<file path="config.mk">
export PLATFORM = sky130hd
export DESIGN_NAME = led_pattern_ctrl
export DESIGN_NICKNAME = d
export VERILOG_FILES = /design/src/rtl/led_pkg.sv /design/src/rtl/btn_debounce.sv /design/src/rtl/led_pattern_ctrl.sv
export SDC_FILE = /design/constraint.sdc
export NUM_CORES = 1
export LEC_CHECK = 0
export BUFFER_PORTS_ARGS = -buffer_cell sky130_fd_sc_hd__buf_2
export CORE_MARGIN = 2
export CORE_UTILIZATION = 41
export DETAILED_ROUTE_END_ITERATION = 10
export PLACE_DENSITY = 0.57
export REMOVE_ABC_BUFFERS = 1
export SYNTH_ARGS = -nofsm -noshare
export SYNTH_HDL_FRONTEND = slang
export SYNTH_SLANG_ARGS = --single-unit
</file>
<file path="constraint.sdc">
create_clock -name sys_clk -period 6.28 [get_ports sys_clk]
set_input_delay 1.256 -clock sys_clk [delete_from_list [all_inputs] [get_ports sys_clk]]
set_output_delay 1.256 -clock sys_clk [all_outputs]
set_load 0.01 [all_outputs]
</file>
<file path="src/rtl/led_pkg.sv">
`default_nettype none
// ============================================================================
// Module   : led_pkg
// Brief    : Shared mode encoding and entry patterns for the LED sequencer.
// Revision : 1.0
// ============================================================================
package led_pkg;

    typedef enum logic [1:0] {
        DIRECT = 2'd0,
        BLINK  = 2'd1,
        CHASE  = 2'd2,
        BOUNCE = 2'd3
    } led_mode_e;

    localparam int unsigned c_num_btn     = 5;
    localparam int unsigned c_entry_blink = 0;
    localparam int unsigned c_entry_walk  = 1;

    function automatic led_mode_e next_mode(input led_mode_e mode);
        case (mode)
            DIRECT:  return BLINK;
            BLINK:   return CHASE;
            CHASE:   return BOUNCE;
            default: return DIRECT;
        endcase
    endfunction

endpackage
`default_nettype wire

</file>
<file path="src/rtl/btn_debounce.sv">
`default_nettype none
// ============================================================================
// Module   : btn_debounce
// Brief    : One button: 2-FF synchroniser, persistence debounce, press pulse.
// Revision : 1.0
// ============================================================================
module btn_debounce #(
    parameter int unsigned DEBOUNCE_CYC = 1_562_500
) (
    input  logic clk,
    input  logic rst_n,
    input  logic i_btn,
    output logic o_level,
    output logic o_press
);

    localparam int unsigned       c_cnt_w    = (DEBOUNCE_CYC > 1) ? $clog2(DEBOUNCE_CYC) : 1;
    localparam logic [c_cnt_w-1:0] c_cnt_last = c_cnt_w'(DEBOUNCE_CYC - 1);

    logic               r_sync1;
    logic               r_sync2;
    logic               r_level;
    logic               r_level_d;
    logic [c_cnt_w-1:0] r_cnt;

    always_ff @(posedge clk or negedge rst_n) begin
        if (!rst_n) begin
            r_sync1   <= 1'b0;
            r_sync2   <= 1'b0;
            r_level   <= 1'b0;
            r_level_d <= 1'b0;
            r_cnt     <= '0;
        end else begin
            r_sync1   <= i_btn;
            r_sync2   <= r_sync1;
            r_level_d <= r_level;
            // Any sample agreeing with the accepted level restarts the persistence window.
            if (r_sync2 == r_level) begin
                r_cnt <= '0;
            end else if (r_cnt == c_cnt_last) begin
                r_level <= r_sync2;
                r_cnt   <= '0;
            end else begin
                r_cnt <= r_cnt + 1'b1;
            end
        end
    end

    assign o_level = r_level;
    assign o_press = r_level & ~r_level_d;

endmodule
`default_nettype wire

</file>
<file path="src/rtl/led_pattern_ctrl.sv">
`default_nettype none
// ============================================================================
// Module   : led_pattern_ctrl
// Brief    : Button-driven LED sequencer: direct, blink, chase and bounce modes.
// Revision : 1.0
// ============================================================================
module led_pattern_ctrl
    import led_pkg::*;
#(
    parameter int unsigned NUM_BTN      = c_num_btn,
    parameter int unsigned DEBOUNCE_CYC = 1_562_500,
    parameter int unsigned STEP_CYC     = 15_625_000
) (
    input  logic               sys_clk,
    input  logic               sys_rst_n,
    input  logic [NUM_BTN-1:0] btn_i,
    output logic [NUM_BTN-1:0] led_o,
    output logic [1:0]         mode_o,
    output logic               paused_o
);

    localparam int unsigned         c_presc_w     = (STEP_CYC > 1) ? $clog2(STEP_CYC) : 1;
    localparam logic [c_presc_w-1:0] c_presc_last  = c_presc_w'(STEP_CYC - 1);
    localparam logic [NUM_BTN-1:0]   c_blink_entry = NUM_BTN'(c_entry_blink);
    localparam logic [NUM_BTN-1:0]   c_walk_entry  = NUM_BTN'(c_entry_walk);

    logic [NUM_BTN-1:0]   w_level;
    logic [NUM_BTN-1:0]   w_press;

    led_mode_e            r_mode;
    logic                 r_paused;
    logic [NUM_BTN-1:0]   r_led;
    logic [c_presc_w-1:0] r_presc;
    logic                 r_dir_up;

    led_mode_e            w_mode_nxt;
    logic                 w_paused_nxt;
    logic [NUM_BTN-1:0]   w_led_nxt;
    logic [c_presc_w-1:0] w_presc_nxt;
    logic                 w_dir_nxt;
    logic                 w_run;
    logic                 w_tick;

    genvar gi;
    generate
        for (gi = 0; gi < NUM_BTN; gi++) begin : g_btn
            btn_debounce #(
                .DEBOUNCE_CYC (DEBOUNCE_CYC)
            ) u_btn_debounce (
                .clk     (sys_clk),
                .rst_n   (sys_rst_n),
                .i_btn   (btn_i[gi]),
                .o_level (w_level[gi]),
                .o_press (w_press[gi])
            );
        end
        // Only buttons 0..2 act as controls; the rest just mirror in DIRECT.
        if (NUM_BTN > 3) begin : g_spare_press
            logic w_unused_press;
            assign w_unused_press = ^w_press[NUM_BTN-1:3];
        end
    endgenerate

    function automatic logic [NUM_BTN-1:0] f_entry(input led_mode_e mode,
                                                   input logic [NUM_BTN-1:0] level);
        case (mode)
            DIRECT:  return level;
            BLINK:   return c_blink_entry;
            default: return c_walk_entry;
        endcase
    endfunction

    assign w_run  = (r_mode != DIRECT) && !r_paused;
    assign w_tick = w_run && (r_presc == c_presc_last);

    always_comb begin
        w_mode_nxt   = r_mode;
        w_paused_nxt = r_paused;
        w_led_nxt    = r_led;
        w_presc_nxt  = r_presc;
        w_dir_nxt    = r_dir_up;

        if (w_run) begin
            w_presc_nxt = w_tick ? '0 : r_presc + 1'b1;
        end

        if (w_tick) begin
            case (r_mode)
                BLINK: w_led_nxt = ~r_led;
                CHASE: w_led_nxt = {r_led[NUM_BTN-2:0], r_led[NUM_BTN-1]};
                BOUNCE: begin
                    // Direction flips as the lit bit arrives at an end, so each end is shown once.
                    if (r_dir_up) begin
                        w_led_nxt = r_led << 1;
                        if (r_led[NUM_BTN-2]) w_dir_nxt = 1'b0;
                    end else begin
                        w_led_nxt = r_led >> 1;
                        if (r_led[1]) w_dir_nxt = 1'b1;
                    end
                end
                default: ;
            endcase
        end

        if (r_mode == DIRECT) begin
            w_led_nxt = w_level;
        end

        // Later assignments override earlier ones: press[0] > press[2] > press[1].
        if (w_press[1] && (r_mode != DIRECT)) begin
            w_paused_nxt = ~r_paused;
        end

        if (w_press[2] && (r_mode != DIRECT)) begin
            w_led_nxt    = f_entry(r_mode, w_level);
            w_presc_nxt  = '0;
            w_paused_nxt = 1'b0;
            w_dir_nxt    = 1'b1;
        end

        if (w_press[0]) begin
            w_mode_nxt   = next_mode(r_mode);
            w_led_nxt    = f_entry(next_mode(r_mode), w_level);
            w_presc_nxt  = '0;
            w_paused_nxt = 1'b0;
            w_dir_nxt    = 1'b1;
        end
    end

    always_ff @(posedge sys_clk or negedge sys_rst_n) begin
        if (!sys_rst_n) begin
            r_mode   <= DIRECT;
            r_paused <= 1'b0;
            r_led    <= '0;
            r_presc  <= '0;
            r_dir_up <= 1'b1;
        end else begin
            r_mode   <= w_mode_nxt;
            r_paused <= w_paused_nxt;
            r_led    <= w_led_nxt;
            r_presc  <= w_presc_nxt;
            r_dir_up <= w_dir_nxt;
        end
    end

    assign led_o    = r_led;
    assign mode_o   = r_mode;
    assign paused_o = r_paused;

endmodule
`default_nettype wire

</file>
==> results.toml, run 1 <==
[final_layout]
drive_gt1_frac = 0.08625
layout_common_cells = "155 x dfrtp_1, 150 x nor2_1, 84 x xor2_1, 59 x nand2_1, 56 x nand3_1"
antenna_cells = 0
final_common_cell = "dfrtp_1"
layout.nets = 804
areaGrowthSynthToFinish_pct = 11.20

[floorplan]
start_util = 0.4194
die_w_um = 140.0
num_rows = 49
dieArea_mm2 = 0.01960
die-height_um = 140.0
core-area_mm2 = 0.01809
io_pins = 15

[worst_setup_path]
required_ps = 6580
critPathSlowestCell = "nor4_1"
timing.rr.start = "mode_o[0]$_DFFE_PN0P_"
path_class = "reg2reg"
critPathArrivalTime_ps = 2890
cp-end-kind = "flop"
critPathBufInv = 1
cpLargestDelayFamily = "simple AND/OR/NAND/NOR gates"
critPathLaunch = "mode_o[0]$_DFFE_PN0P_"
crit_fanout = 10
cpPeakStageDelay_ps = 580
start_kind = "flop"
crit_top_cell = "nor4_1"
path_cells = "inv_1, ha_1, nor4_1, nand4_1, nor4_1, a21oi_1, mux2_2"

[global_routing]
gr-total-overflow = 0
antenna_found_initial = 0
grt_pass1_wl_mm = 26.72
grt_pass1_vias = 5651
grt_usage = 0.1660
grt_max_degree = 97

[placement]
dp_hpwl_mm = 10.01
port_buffers = 14
routabilityCongestion = 0.8529
pre_cts_ws_ps = 3489

[power]
ir_drop_mv = 0.1885
switching_share = 0.2271
leakage_nw = 3.707
p_seq_frac = 0.497
intPower_w = 0.001599
power.switching_w = 0.0004700
clock_power_share = 0.479
p_total_w = 0.002069
powerDensity_mw_per_mm2 = 245.3
power_frac_comb = 0.024

[cts]
cts_setup_buffers = 0
clock-sinks = 156
cts_tree = "built"
cts_hold_buf = 0
clkLatencyLatePin_ps = 420
clockBufferDepth = 2
cts_buffers = 17
cts.clk_slew.worst_paths_ps = 60
cts_resized = 0
h-tree-depth = 4
cts-root-buf = "clkbuf_16"

[min_path]
hp-start = "g_btn[0].u_btn_debounce.r_sync1$_DFF_PN0_"
holdCritPathClass = "reg2reg"

[logic_synthesis]
ys_ff_latch = 156
synth_async_sr_flop_share = 1.000
yosys_warnings = 0
synth.distinct_cells = 46
synth.avg_cell_area_um2 = 9.799
synth_edf_count = 0
synth_area_mm2 = 0.007585
synth_flop_cell = "dfrtp_1"
yosysSeqAreaShare = 0.5148
synthCells = 774

[outcome]
run_status = "finished, final reports clean"

[detailed_routing]
dr_total_vias = 5514
avgRoutedWirePerCell_um = 14.64
firstDrtPassIters = 5
ant_nets = 0
wl_mm = 15.06
drc = 0
drt_iter0_drc = 321
vias_per_cell = 5.359

[sta]
hold_viol_final = 0
period_minus_slack_ps = 2587
finalCritPeriodShare = 0.4119
tightest_slew_ps = 1100
postLayoutSetupSlackWorst_ps = 3693
rsz0062_at_grt = "false"
setup_violations = 0
fin_setup_tns_ps = 0
relSlewSlack = 0.2598
fmax_mhz = 386.6
drv_slew = 0
finClkSkew_ps = 8.329

[run]
maxCapViolations = 0
-- per-stage QoR --
step / utilization / cell area [um^2] / hold WS (ps) / instances
after floorplan: - / 7486 / 331.2 / 752
after global placement: 0.4348 / 7864 / 333.9 / 997
after detailed placement: 0.4348 / 7864 / 334.7 / 997
after CTS: 0.4663 / 8434 / 348.6 / 1029
after global routing: 0.4663 / 8434 / 369.8 / 1029
final: 0.4663 / 8434 / 346.8 / 1029
-- cells by family after synthesis --
kind of cell | after synthesis | synth area share
xor+xnor | 118 | 0.1363
buf+inv | 39 | 0.02144
compound gates | 34 | 0.02788
mux | 12 | 0.01765
fa+ha+maj | 10 | 0.01650
simple gates | 405 | 0.2654
flops | 156 | 0.5148
-- worst reg2reg max path, stage by stage (launching register included) --
cell,delay [ps]
dfrtp_1,390
inv_1,90
ha_1,320
nor4_1,310
nand4_1,120
nor4_1,580
a21oi_1,300
mux2_2,340
-- power groups by stage --
stage,registers (W),clock network (W),logic (W)
final,0.00103,0.000992,0.0000498
after global routing,0.00103,0.00107,0.0000598
after CTS,0.00103,0.00102,0.0000526
after detailed placement,0.00105,0,0.0000519
after global placement,0.00105,0,0.0000501
after floorplan,0.00104,0,0.0000222
-- area by class of cell --
cell class	count	area (um^2)
sequential	156	3905
multi-input combinational	579	3517
tap	229	286.5
inverter	17	63.81
clock inverter	11	110.1
fill	1650	9652
clock buffer	21	460.4
timing repair buffer	16	91.34
-- sequential cells by signal, summed over array words and instances (netlist names), 2 cells and up --
name	cells
g_btn.u_btn_debounce.r_cnt	105
g_btn.u_btn_debounce.r_sync1	5
g_btn.u_btn_debounce.r_sync2	5
r_presc	24
g_btn.u_btn_debounce.r_level_d	3
g_btn.u_btn_debounce.o_level	5
mode_o	2
led_o	5
-- synthesized netlist by cell type, drive strengths merged, types with 2 or more instances --
cell      n  area share
or4       3      0.0035
nor4     17       0.014
inv      17      0.0084
nand3    57       0.038
nand4b    2      0.0023
mux2     11       0.016
o22ai     4      0.0033
a221oi    5      0.0058
nor2    150       0.074
nor3     11      0.0073
nand2b    3      0.0025
a21oi     7      0.0046
or2       6      0.0049
nor4b     5      0.0058
xor2     84       0.097
o21ai    11      0.0073
dfrtp   155        0.51
clkbuf   20      0.0099
nand4    38       0.031
nor2b     3      0.0025
or3       2      0.0016
and4     15       0.017
and3     25       0.021
a31oi     2      0.0016
buf       2      0.0031
ha       10       0.016
and2      3      0.0025
nand2    60       0.031
xnor2    34       0.039
-- per-layer routing --
layer | wire length [um] | vias to the layer above | GRT usage
met4 | 206 | 0 | 0.05954
li1 | - | 2685 | -
met5 | 0 | - | 0
met1 | 7257 | 2731 | 0.2186
met3 | 518 | 16 | 0.04342
met2 | 7082 | 82 | 0.2668
-- worst paths after layout --
| path | end | slack [ps] | cells past startpoint |
|---|---|---|---|
| max in group asynchronous | g_btn[1].u_btn_debounce.r_cnt[18]$_DFF_PN0_ | 4060 | 2 |
| min in group asynchronous | g_btn[3].u_btn_debounce.r_cnt[8]$_DFF_PN0_ | 920 | 1 |
| worst max register to register | led_o[1]$_DFFE_PN0P_ | 3690 | 7 |
| worst max-delay path | led_o[1]$_DFFE_PN0P_ | 3690 | 7 |
| worst min-delay path | g_btn[0].u_btn_debounce.r_sync2$_DFF_PN0_ | 350 | 0 |
| worst min register to register | g_btn[0].u_btn_debounce.r_sync2$_DFF_PN0_ | 350 | 0 |
No activity file was read; power rests on OpenSTA's default activity.
==> run 2, diff against run 1 <==
ABC_AREA = 1   (was default)
clock period = 2.4 ns   (was 6.28 ns; I/O delays follow)
==> run 2 against run 1 <==
  * Clock power grew to 2.6 times the previous value
  * Global-route usage grew 2.1 points
  * Via count grew 36%
  * Sequential power grew to 2.6 times the previous value
  * Hold slack lost 340 ps
  * Clock-buffer cell count is the same
  * First-iteration DRC count grew 38%
  * Core utilization grew 0.19 points
  * Largest power group unchanged
  * Synthesized area grew 17%
  * Non-clock buffer count grew 4
  * Critical path depth grew 2
  * Design area grew 17%
==> results.toml, run 2 <==
[sta]
fin_setup_tns_ps = 0
finalCritPeriodShare = 0.8356
hold_viol_final = 0
drv_slew = 0
relSlewSlack = 0.6242
rsz0062_at_grt = "false"
postLayoutSetupSlackWorst_ps = 394.6
fmax_mhz = 498.7
period_minus_slack_ps = 2005
tightest_slew_ps = 559.9
finClkSkew_ps = 10.84
setup_violations = 0

[worst_setup_path]
path_class = "reg2reg"
cpPeakStageDelay_ps = 420
cp-end-kind = "flop"
ff2ff_path_depth = 9
timing.rr.start = "mode_o[0]$_DFFE_PN0P_"
crit_fanout = 17
cpLargestDelayFamily = "buffers and inverters"
critPathLaunch = "mode_o[0]$_DFFE_PN0P_"
critPathSlowestCell = "dfrtp_1"
r2r_end = "r_presc[9]$_DFFE_PN0P_"
start_kind = "flop"
critPathArrivalTime_ps = 2310
required_ps = 2710
worst-path-stages = 9
critPathBufInv = 3
path_cells = "inv_1, ha_1, inv_2, nand3b_4, nand3_4, inv_1, nor2_1, nor2_1, nor3_1"
rrSetupSlack_ps = 390

[global_routing]
grt_usage = 0.1873
antenna_found_initial = 0
grt_pass1_vias = 7150
grt_max_degree = 51
gr-total-overflow = 0
grt_pass1_wl_mm = 34.31

[detailed_routing]
vias_per_cell = 4.941
dr_total_vias = 7505
drt_iter0_drc = 442
firstDrtPassIters = 5
wl_mm = 19.79
drc = 0
ant_nets = 0
avgRoutedWirePerCell_um = 13.03

[placement]
routabilityCongestion = 0.8669
post_dp_cell_area_mm2 = 0.009334
pre_cts_ws_ps = 387.2
port_buffers = 14
dp_hpwl_mm = 14.77

[cts]
cts-root-buf = "clkbuf_16"
cts_tree = "built"
clock-sinks = 156
cts_hold_buf = 0
cts.clk_slew.worst_paths_ps = 70
cts_setup_buffers = 0
clockBufferDepth = 2
h-tree-depth = 4
clkLatencyLatePin_ps = 420
cts_resized = 0
cts_buffers = 17

[power]
power.switching_w = 0.001259
leakage_nw = 4.409
powerDensity_mw_per_mm2 = 551.2
clock_power_share = 0.478
power_frac_comb = 0.031
ir_drop_mv = 0.4213
switching_share = 0.2306
p_seq_frac = 0.491
intPower_w = 0.004201

[logic_synthesis]
synth_area_mm2 = 0.008881
synth_mux_area_frac = 0
synth_edf_count = 0
synth.distinct_cells = 43
synth.avg_cell_area_um2 = 7.426
synth_flop_cell = "dfrtp_1"
synthCells = 1196
synth.area.top_cells = "dfrtp_1 44%, nand2_1 12%, nor2_1 9.6%"
synth_top_family_by_area = "simple AND/OR/NAND/NOR gates"
ys_ff_latch = 156
synth_top_area_share = 0.4367
synth_compound_area_frac = 0.04382
synth-simple-area-share = 0.3904
synthXorXnorAreaFrac = 0.04241
yosys_warnings = 0
yosys-top-cells-count = "284 x nand2_1, 226 x nor2_1, 155 x dfrtp_1"
yosysSeqAreaShare = 0.4397
yosys.area.top_type = "dfrtp_1"
post-synth-top-count-cell = "nand2_1"
synth_async_sr_flop_share = 1.000
synth_fa_ha_area_frac = 0.01409

[run]
maxCapViolations = 0

[final_layout]
areaGrowthSynthToFinish_pct = 11.52
antenna_cells = 0
largest_register = "g_btn.u_btn_debounce.r_cnt"
final_area_mm2 = 0.009905
reg_top3 = "g_btn.u_btn_debounce.r_cnt x105, r_presc x24"
layout.nets = 1248
fin_util = 0.4682
final_common_cell = "nand2_1"
largest_reg_flops = 105
drive_gt1_frac = 0.09084
nFillCells = 2146
layout_common_cells = "284 x nand2_1, 226 x nor2_1, 155 x dfrtp_1, 147 x inv_1, 86 x nand3_1"

[min_path]
holdCritPathClass = "in2async"

[floorplan]
num_rows = 53
die_w_um = 151.2
die-height_um = 151.2
dieArea_mm2 = 0.02285
io_pins = 15
start_util = 0.4198
core-area_mm2 = 0.02115

[outcome]
run_status = "finished, final reports clean"
-- run 2: cell types whose count changed in the layout (fill, tap and decap cells not counted), sizes merged, moves of 27 or more --
| cell | before | now |
|---|---|---|
| inv | 20 | 156 |
| nand2 | 60 | 294 |
| nor3 | 11 | 69 |
| nand3 | 57 | 94 |
| nor2 | 150 | 248 |
| xnor2 | 34 | 7 |
| xor2 | 84 | 36 |
-- run 2: cell families (layout without fill, tap and decap cells) --
family / after synthesis / after routing
AND/OR/NAND/NOR: 756 / 756
buffers and inverters: 158 / 206
flip-flops: 156 / 156
AO/OA/AOI/OAI: 73 / 73
XOR/XNOR: 43 / 43
adder cells (fa/ha/maj): 10 / 10
-- run 2: how the worst max path moves through the flow --
| stage | endpoint |
|---|---|
| final | r_presc[9]$_DFFE_PN0P_ |
| after global routing | r_presc[14]$_DFFE_PN0P_ |
| after CTS | r_presc[9]$_DFFE_PN0P_ |
| after detailed placement | r_presc[9]$_DFFE_PN0P_ |
| after global placement | r_presc[9]$_DFFE_PN0P_ |
| after floorplan | r_presc[9]$_DFFE_PN0P_ |
-- run 2: area by class of cell --
class | count | area (um^2) | share of cell area
clock buffer | 21 | 460.4 | 0.04649
clock inverter | 11 | 110.1 | 0.01112
inverter | 154 | 580.6 | 0.05862
multi-input combinational | 882 | 4358 | 0.4400
sequential | 156 | 3905 | 0.3943
tap | 275 | 344.1 | 0.03474
timing repair buffer | 20 | 146.4 | 0.01478
-- run 2: metal layers --
metal  up-vias  GRT usage  routed length (um)
met2        95     0.2968                8913
met4         0    0.05841                 328
met5         -          0                   0
met3        23    0.03795                 635
li1       3876          -                   -
met1      3511     0.2591                9913
-- run 2: power by group through the flow --
stage          registers (W)  clock network, W  logic (W)
2_1_floorplan        0.00273                 0  0.0000737
3_3_place_gp         0.00273                 0   0.000173
3_5_place_dp         0.00273                 0   0.000176
4_1_cts              0.00268           0.00269   0.000176
5_1_grt              0.00268           0.00279   0.000197
6_report             0.00268           0.00261   0.000167
-- run 2: through the flow --
step | hold slack (ps) | cells | total power (W)
detailed placement | 334.7 | 1487 | 0.002907
floorplan | 184.4 | 1192 | 0.002801
global route | 27.80 | 1519 | 0.005673
global placement | 332.5 | 1487 | 0.002903
finish | 5.129 | 1519 | 0.005459
CTS | 13.43 | 1519 | 0.005546
